==> config.mk <==
export PLATFORM = sky130hd
export DESIGN_NAME = uart_msg_sequencer
export DESIGN_NICKNAME = d
export VERILOG_FILES = /design/src/rtl/uart_pkg.sv /design/src/rtl/uart_pend_counter.sv /design/src/rtl/uart_msg_sequencer.sv
export SDC_FILE = /design/constraint.sdc
export NUM_CORES = 1
export LEC_CHECK = 0
export ABC_AREA = 1
export CORE_ASPECT_RATIO = 1.2
export CORE_MARGIN = 3
export CORE_UTILIZATION = 53
export CTS_CLUSTER_DIAMETER = 50
export DETAILED_ROUTE_END_ITERATION = 8
export GPL_TIMING_DRIVEN = 1
export PLACE_DENSITY = 0.85
export SLEW_MARGIN = 0
export SYNTH_ARGS = -nofsm -noshare
export SYNTH_HDL_FRONTEND = slang
export SYNTH_SLANG_ARGS = --single-unit
==> constraint.sdc <==
create_clock -name clk_x4 -period 4.1 [get_ports clk_x4]
set_clock_uncertainty 0.2 [all_clocks]
set_input_delay 0.82 -clock clk_x4 [delete_from_list [all_inputs] [get_ports clk_x4]]
set_output_delay 0.82 -clock clk_x4 [all_outputs]
set_load 0.03 [all_outputs]
==> src/rtl/uart_pkg.sv <==
// Shared types and constants for the UART message sequencer.
package uart_pkg;

    typedef enum logic [1:0] {
        ST_IDLE = 2'b00,
        ST_SEND = 2'b01,
        ST_WAIT = 2'b11
    } state_t;

    localparam logic [7:0]  C_CR      = 8'h0d;
    localparam logic [7:0]  C_LF      = 8'h0a;
    localparam logic [31:0] C_DEF_MSG = 32'h48454c4f;

endpackage

==> src/rtl/uart_pend_counter.sv <==
// Saturating up/down counter of queued message requests; flags an overflow
// when a request arrives while full and nothing is being consumed.
module uart_pend_counter #(
    parameter int unsigned PEND_MAX = 3
) (
    input  logic clk_x4,
    input  logic rst_x,
    input  logic inc,
    input  logic dec,
    output logic nonzero,
    output logic ovf
);

    localparam int unsigned W = $clog2(PEND_MAX + 1);

    logic [W-1:0] cnt;

    assign nonzero = (cnt != '0);
    assign ovf     = inc & ~dec & (cnt == W'(PEND_MAX));

    // inc and dec together leave the count unchanged
    always_ff @(posedge clk_x4) begin
        if (rst_x) begin
            cnt <= '0;
        end else if (inc && !dec && !ovf) begin
            cnt <= cnt + 1'b1;
        end else if (dec && !inc && nonzero) begin
            cnt <= cnt - 1'b1;
        end
    end

endmodule

==> src/rtl/uart_msg_sequencer.sv <==
// Replays a parametrised message into the UART TX handshake on each RX trigger byte.
// Define UART_MSG_CRLF_EN to append CR LF to every message.
module uart_msg_sequencer
    import uart_pkg::*;
#(
    parameter int unsigned          MSG_LEN    = 4,
    parameter logic [MSG_LEN*8-1:0] MSG        = C_DEF_MSG,
    parameter logic [7:0]           TRIG       = C_CR,
    parameter int unsigned          PEND_MAX   = 3,
    parameter int unsigned          TMO_CYCLES = 64
) (
    input  logic       clk_x4,
    input  logic       rst_x,
    input  logic [7:0] i_rx_data,
    input  logic       i_rx_valid,
    input  logic       i_rx_error,
    input  logic       i_tx_error,
    input  logic       i_tx_busy,
    input  logic       i_clear,
    output logic [7:0] o_tx_data,
    output logic       o_tx_valid,
    output logic [7:0] o_data,
    output logic       o_active,
    output logic       o_tx_error,
    output logic       o_rx_error,
    output logic       o_pend_ovf
);

`ifdef UART_MSG_CRLF_EN
    localparam int unsigned NBYTES = MSG_LEN + 2;
`else
    localparam int unsigned NBYTES = MSG_LEN;
`endif
    localparam int unsigned IDX_W = (NBYTES > 1) ? $clog2(NBYTES) : 1;
    localparam int unsigned TMO_W = $clog2(TMO_CYCLES + 1);

    state_t           state;
    logic [IDX_W-1:0] idx;
    logic [TMO_W-1:0] tmo;
    logic             busy_d;
    logic             busy_rise;
    logic             busy_fall;
    logic             trig;
    logic             start;
    logic             pend_nz;
    logic             pend_ovf;
    logic [7:0]       msg_rom [2**IDX_W];

    // Byte 0 is the MSB byte of MSG; unused slots read as zero
    for (genvar g = 0; g < 2**IDX_W; g++) begin : g_rom
        if (g < MSG_LEN) begin : g_msg
            assign msg_rom[g] = MSG[8*(MSG_LEN-1-g) +: 8];
        end
`ifdef UART_MSG_CRLF_EN
        else if (g == MSG_LEN) begin : g_cr
            assign msg_rom[g] = C_CR;
        end
        else if (g == MSG_LEN + 1) begin : g_lf
            assign msg_rom[g] = C_LF;
        end
`endif
        else begin : g_pad
            assign msg_rom[g] = '0;
        end
    end

    assign busy_rise = i_tx_busy & ~busy_d;
    assign busy_fall = ~i_tx_busy & busy_d;
    assign trig      = i_rx_valid & (i_rx_data == TRIG);
    assign start     = (state == ST_IDLE) & pend_nz;

    uart_pend_counter #(
        .PEND_MAX (PEND_MAX)
    ) u_pend (
        .clk_x4  (clk_x4),
        .rst_x   (rst_x),
        .inc     (trig),
        .dec     (start),
        .nonzero (pend_nz),
        .ovf     (pend_ovf)
    );

    always_ff @(posedge clk_x4) begin
        if (rst_x) begin
            state      <= ST_IDLE;
            idx        <= '0;
            tmo        <= '0;
            busy_d     <= 1'b0;
            o_tx_data  <= '0;
            o_tx_valid <= 1'b0;
            o_data     <= '0;
            o_active   <= 1'b0;
            o_tx_error <= 1'b0;
            o_rx_error <= 1'b0;
            o_pend_ovf <= 1'b0;
        end else begin
            busy_d <= i_tx_busy;
            if (i_rx_valid) o_data <= i_rx_data;

            // clear first so that any set below overrides it
            if (i_clear) begin
                o_tx_error <= 1'b0;
                o_rx_error <= 1'b0;
                o_pend_ovf <= 1'b0;
            end
            if (i_rx_error) o_rx_error <= 1'b1;
            if (i_tx_error) o_tx_error <= 1'b1;
            if (pend_ovf)   o_pend_ovf <= 1'b1;

            case (state)
                ST_IDLE: begin
                    if (pend_nz) begin
                        o_tx_data  <= msg_rom[0];
                        o_tx_valid <= 1'b1;
                        idx        <= '0;
                        tmo        <= '0;
                        state      <= ST_SEND;
                        o_active   <= 1'b1;
                    end
                end
                ST_SEND: begin
                    if (busy_rise) begin
                        o_tx_valid <= 1'b0;
                        state      <= ST_WAIT;
                    end else if (tmo == TMO_W'(TMO_CYCLES - 1)) begin
                        o_tx_valid <= 1'b0;
                        o_tx_data  <= '0;
                        o_tx_error <= 1'b1;
                        state      <= ST_IDLE;
                        o_active   <= 1'b0;
                    end else begin
                        tmo <= tmo + 1'b1;
                    end
                end
                ST_WAIT: begin
                    if (busy_fall) begin
                        if (idx != IDX_W'(NBYTES - 1)) begin
                            idx        <= idx + 1'b1;
                            o_tx_data  <= msg_rom[idx + 1'b1];
                            o_tx_valid <= 1'b1;
                            tmo        <= '0;
                            state      <= ST_SEND;
                        end else begin
                            o_tx_data <= '0;
                            state     <= ST_IDLE;
                            o_active  <= 1'b0;
                        end
                    end
                end
                default: begin
                    state    <= ST_IDLE;
                    o_active <= 1'b0;
                end
            endcase
        end
    end

endmodule
## Word level (Yosys, flattened, before mapping)

Cells that the tools add are included.

| cells by class | value |
|---|---|
| add/sub/neg operators | 4 |
| magnitude comparators | 1 |
| equality and inequality tests | 14 |
| muxes and demuxes | 45 |
| bitwise logic cells | 10 |
| reduce and logical (&&, ||, !) cells | 20 |

Operators by type and width:

| operator | count |
|---|---|
| $mux 8 | 7 |
| $mux 7 | 5 |
| $pmux 8 s3 | 1 |
| $pmux 7 s3 | 1 |
| $mux 2 | 9 |
| $mux 1 | 17 |
| $bmux 8 s2 | 1 |
| $ne 2x2->1 const B | 8 |
| $reduce_and 5->1 | 3 |
| $reduce_bool 2->1 | 5 |
| $eq 8x4->1 const B | 1 |
| $add 7x1->7 const B | 1 |
| $eq 7x6->1 const B | 1 |
| $and 1x1->1 | 6 |
| $pmux 1 s3 | 2 |
| $pmux 2 s3 | 1 |
| $reduce_and 6->1 | 1 |
| $add 2x1->2 const B | 2 |
| $eq 2x2->1 const B | 2 |
| $logic_and 1x1->1 | 4 |
| $pmux 2 s2 | 1 |
| $reduce_and 4->1 | 1 |
| $ge 3x3->1 const B | 1 |
| $logic_not 1->1 | 3 |
| other kinds (8) | 10 |

| word-level totals | value |
|---|---|
| flip-flop bits (word level) | 35 |
| input bits | 15 |
| output and inout port bits | 21 |
| logic and storage cells | 106 |

## Depth between registers and ports, before layout

| depth | value |
|---|---|
| depth in word-level cells | 8 |
| mapped depth | 9 |
| mapped depth without buffers | 9 |

## Modules after synthesis

A second synthesis with hierarchy kept.

| unflattened totals | value |
|---|---|
| cell total of the unflattened synthesis | 219 |
| area total of the unflattened synthesis | 1,582.8 µm² |

By module, submodules not included:

| module | instances | cells an instance | area each (µm²) | sequential area each (µm²) |
|---|---|---|---|---|
| uart_msg_sequencer | 1 | 198 | 1,457.6 | 600.6 |
| uart_pend_counter | 1 | 21 | 125.1 | 40.0 |

## Worst setup path after synthesis

No wires, ideal clock.

| path | value |
|---|---|
| path kind | in2reg |
| start point | in i_rx_valid |
| end point | reg u_pend.cnt[1] |
| library setup time | 0.064 ns |
| data arrival time | 1.598 ns |
| data required time | 3.836 ns |
| slack | 2.238 ns |
| stages on the path | 7 |
| path buffers | 1 |
| path through | buf_2 inv_1 nor2_1 nand4_1 o21bai_1 nand2_1 nor2_1 |

| between the ends | value |
|---|---|
| cells in the longest elaborated chain, start to end | 6 |
| elaborated cells between the ends (all ways) | 11 |
| classes of those cells | 1 x mux; 3 x bitwise; 7 x reduce/logical |

Ends and longest elaborated chain:

| what | RTL line | RTL |
|---|---|---|
| start: declaration | uart_msg_sequencer.sv:15 | `input logic i_rx_valid,` |
| $and 1x1->1 (*) | uart_msg_sequencer.sv:69 | `assign trig = i_rx_valid & (i_rx_data == TRIG);` |
| $and 1x1->1 (2 in series) | uart_pend_counter.sv:19 | `assign ovf = inc & ~dec & (cnt == W'(PEND_MAX));` |
| $logic_not 1->1 | uart_pend_counter.sv:25 | `end else if (inc && !dec && !ovf) begin` |
| $logic_and 1x1->1 | uart_pend_counter.sv:25 |  |
| $mux 2 / $reduce_bool 2->1 (equally long branches) | - |  |
| end signal: assignment | uart_pend_counter.sv:26 | `cnt <= cnt + 1'b1;` |
| end signal: assignment | uart_pend_counter.sv:28 | `cnt <= cnt - 1'b1;` |
| end: declaration | uart_pend_counter.sv:16 | `logic [W-1:0] cnt;` |

Every way passes the cells marked *; elsewhere a longest branch is shown, timed or not.
A chain may end at the register's enable or synchronous reset.

## Final worst setup path

| path | value |
|---|---|
| start point | reg o_data[1] |
| end point | out o_data[1] |

RTL lines:

| what | RTL line | RTL |
|---|---|---|
| start: declaration | uart_msg_sequencer.sv:22 | `output logic [7:0] o_data,` |
| start signal: assignment | uart_msg_sequencer.sv:98 | `if (i_rx_valid) o_data <= i_rx_data;` |

No word-level cell between the ends.

==> flow_summary.json <==
{
  "globalRouteMet2Util_pct": 34.5,
  "number_of_instances_resized_during_post_cts_repair": 0,
  "vias_in_the_first_global_route": 1384,
  "gr-total-overflow": 0,
  "gr-usage-all-layers_pct": 19.9,
  "wirelength_um": 3230,
  "synth-main-ff-cell": "sky130_fd_sc_hd__dfxtp_1",
  "synth.top_cells.by_area": "sky130_fd_sc_hd__dfxtp_1, sky130_fd_sc_hd__nor2_1, sky130_fd_sc_hd__nand2_1",
  "slowest_delay_ns": 0.68,
  "worst_setup_path_category": "reg2out",
  "final-max-slew-violation-count": 0,
  "cts_tree": "yes",
  "largest_net_degree_at_the_start_of_global_routing": 21,
  "area_growth_syn_to_layout_pct": 25.6,
  "drc": 0,
  "worst_setup_path_end_kind": "primary output",
  "most_frequent_cell_after_synthesis": "sky130_fd_sc_hd__nor2_1",
  "rsz_0062_raised_after_global_routing": "false",
  "hold_path_class": "reg2reg",
  "clkSinkCount": 32,
  "worstPathCellList": "clkdlybuf4s50_1",
  "outcome": "finished clean",
  "final_setup_violation_count": 0,
  "global_route_wire_length_before_repair_um": 5750,
  "cts.root.buffer_cell": "sky130_fd_sc_hd__clkbuf_4",
  "initial_core_util_pct": 58.2,
  "leakage_power_summed_over_all_cells_nw": 0.867,
  "detailroute.via_count": 1438,
  "critPathRequiredTime_ns": 3.08,
  "clock_network_latency_to_the_later_pin_of_the_worst_skew_pair_ns": 0.33,
  "groute.layer.met3.usage_pct": 6.68,
  "clock_path_buffers": 2,
  "cp_delay_by_family_top": "buffers and inverters",
  "antenna-diode-count": 0,
  "synth_area_leader_cell": "sky130_fd_sc_hd__dfxtp_1",
  "netlist_instances": 225,
  "global_route.usage.met1_pct": 22.4,
  "vdd.ir_drop.worst_uv": 245,
  "timing_worst_slew_pin_value_ns": 0.546,
  "buffer_ports.inserted": 32,
  "maxClockFrequency_mhz": 421,
  "p_per_area_nw_per_um2": 303,
  "die_width_um": 55.3,
  "post-cts-setup-buffer-count": 0,
  "final.min_clock_period_ns": 2.37,
  "drive_gt1_share_pct": 6.56,
  "detail_route.iter0.violations": 54,
  "detail_route.vias_per_cell": 4.92,
  "quantity_of_hold_fixing_buffers_added_after_cts": 0,
  "nets": 278,
  "critical_path_peak_fanout": 2,
  "initial_antenna_violation_count": 0,
  "ioPinCount": 36,
  "clk_pin_slew_ns": 0.10,
  "post_synth_instance_area_um2": 1540,
  "firstDrtPassIters": 6,
  "design.die.area_um2": 3600,
  "synth_commonest_cells": "sky130_fd_sc_hd__nor2_1, sky130_fd_sc_hd__nand2_1, sky130_fd_sc_hd__dfxtp_1",
  "core-area_um2": 2650,
  "cts-buffers-inserted": 5,
  "fillers": 232,
  "timing.slew.headroom_pct": 63.5,
  "synth_largest_type_area_fraction_pct": 41.5,
  "htreeDepth": 2,
  "grt-busiest-layer": "met2",
  "hold_ws_ns": 0.257,
  "hpwl_um": 2410,
  "cp.arrival_ns": 1.35,
  "chipHeight_um": 65.1,
  "ys_warn_count": 0,
  "final_hold_viol_count": 0,
  "final_total_negative_setup_slack_ns": 0,
  "max_cap_violations": 0,
  "cp_slowest_cell": "sky130_fd_sc_hd__clkdlybuf4s50_1",
  "routed_wire_length_per_instance_um": 11.1,
  "synth_enable_flop_cells": 0,
  "final_antenna_net_count": 0,
  "globalplace.congestion": 0.837,
  "synth.lib_cells_used.distinct": 25,
  "ys_seq_elements": 32,
  "seq_area_frac_synth_pct": 41.5,
  "design_power_total_mw": 0.587,
  "fraction_of_the_cycle_the_final_worst_path_needs_pct": 57.9,
  "synth_async_sr_flop_share_pct": 0,
  "worst-path-buf-inv": 1,
  "row_count": 20,
  "syn_avg_cell_area_um2": 6.86,
  "worstSetupStartpointType": "flip-flop"
}
[layout by cell type (no fill, tap or decap), drive strengths merged]
cell type	count
clkbuf	7
a21oi	18
clkdlybuf4s50	32
ha	4
nand2	44
nor2	46
or2	3
nor3	2
nand4	4
o21ai	14
o21bai	1
nand3	20
dfxtp	32
inv	29
conb	3
[worst reg2reg max path, stage by stage, from the launching register on]
cell	delay (ns)
sky130_fd_sc_hd__dfxtp_1	0.41
sky130_fd_sc_hd__ha_1	0.22
sky130_fd_sc_hd__nand2_1	0.10
sky130_fd_sc_hd__nor2_2	0.21
sky130_fd_sc_hd__nand3_1	0.19
sky130_fd_sc_hd__nand2_2	0.20
sky130_fd_sc_hd__nand3_1	0.12
sky130_fd_sc_hd__nand3_1	0.08
sky130_fd_sc_hd__inv_1	0.05
[cell type report]
type / count / area [um2] / share of cell area [%]
Clock buffer: 7 / 65.1 / 3.35
Inverter: 29 / 109 / 5.61
Multi-Input combinational cell: 159 / 763 / 39.4
Sequential cell: 32 / 641 / 33.0
Tap cell: 33 / 41.3 / 2.13
Timing Repair Buffer: 32 / 320 / 16.5
[kinds of logic (layout without fill, tap and decap cells)]
logic type               after synthesis  count (layout)  synth area share (%)
AND/OR/NAND/NOR                      119             119                  34.6
flip-flops                            32              32                  41.5
adder cells (fa/ha/maj)                4               4                  3.24
AO/OA/AOI/OAI                         33              33                  10.9
buffers and inverters                 36              68                  9.56
other                                  1               3                 0.243
[worst paths after layout]
kind | end | depth (start not counted) | slack [ns] | startpoint
worst max-delay path | o_data[1] | 1 | 1.73 | o_data[1]
worst min-delay path | tmo[6] | 2 | 0.26 | tmo[6]
worst max register to register | state[0] | 8 | 2.21 | tmo[0]
worst min register to register | tmo[6] | 2 | 0.26 | tmo[6]
[power by group]
| part | internal (mW) | switching [mW] | total [mW] |
|---|---|---|---|
| Sequential | 0.318 | 0.00383 | 0.322 |
| Combinational | 0.0286 | 0.0373 | 0.0659 |
| Clock | 0.0971 | 0.102 | 0.199 |
[state kept, by name (all words and copies together) (netlist names)]
register    count
o_tx_data       5
tmo             7
idx             2
o_active        1
o_pend_ovf      1
o_tx_valid      1
o_rx_error      1
state           2
o_data          8
u_pend.cnt      2
o_tx_error      1
busy_d          1
[metal layers]
layer | routed length [um] | vias to the layer above
met5 | 0 | -
met2 | 1560 | 34
met3 | 192 | 5
li1 | - | 776
met1 | 1430 | 623
met4 | 52 | 0
[metrics by stage]
step	util, %	cell area (um2)	std cells	setup slack (ns)
detailed placement	70.7	1870	285	1.48
global placement	70.7	1870	285	1.52
global route	73.1	1940	292	1.65
CTS	73.1	1940	292	1.71
floorplan	-	1550	227	2.24
finish	73.1	1940	292	1.73
(Power assumes the default switching activity.)
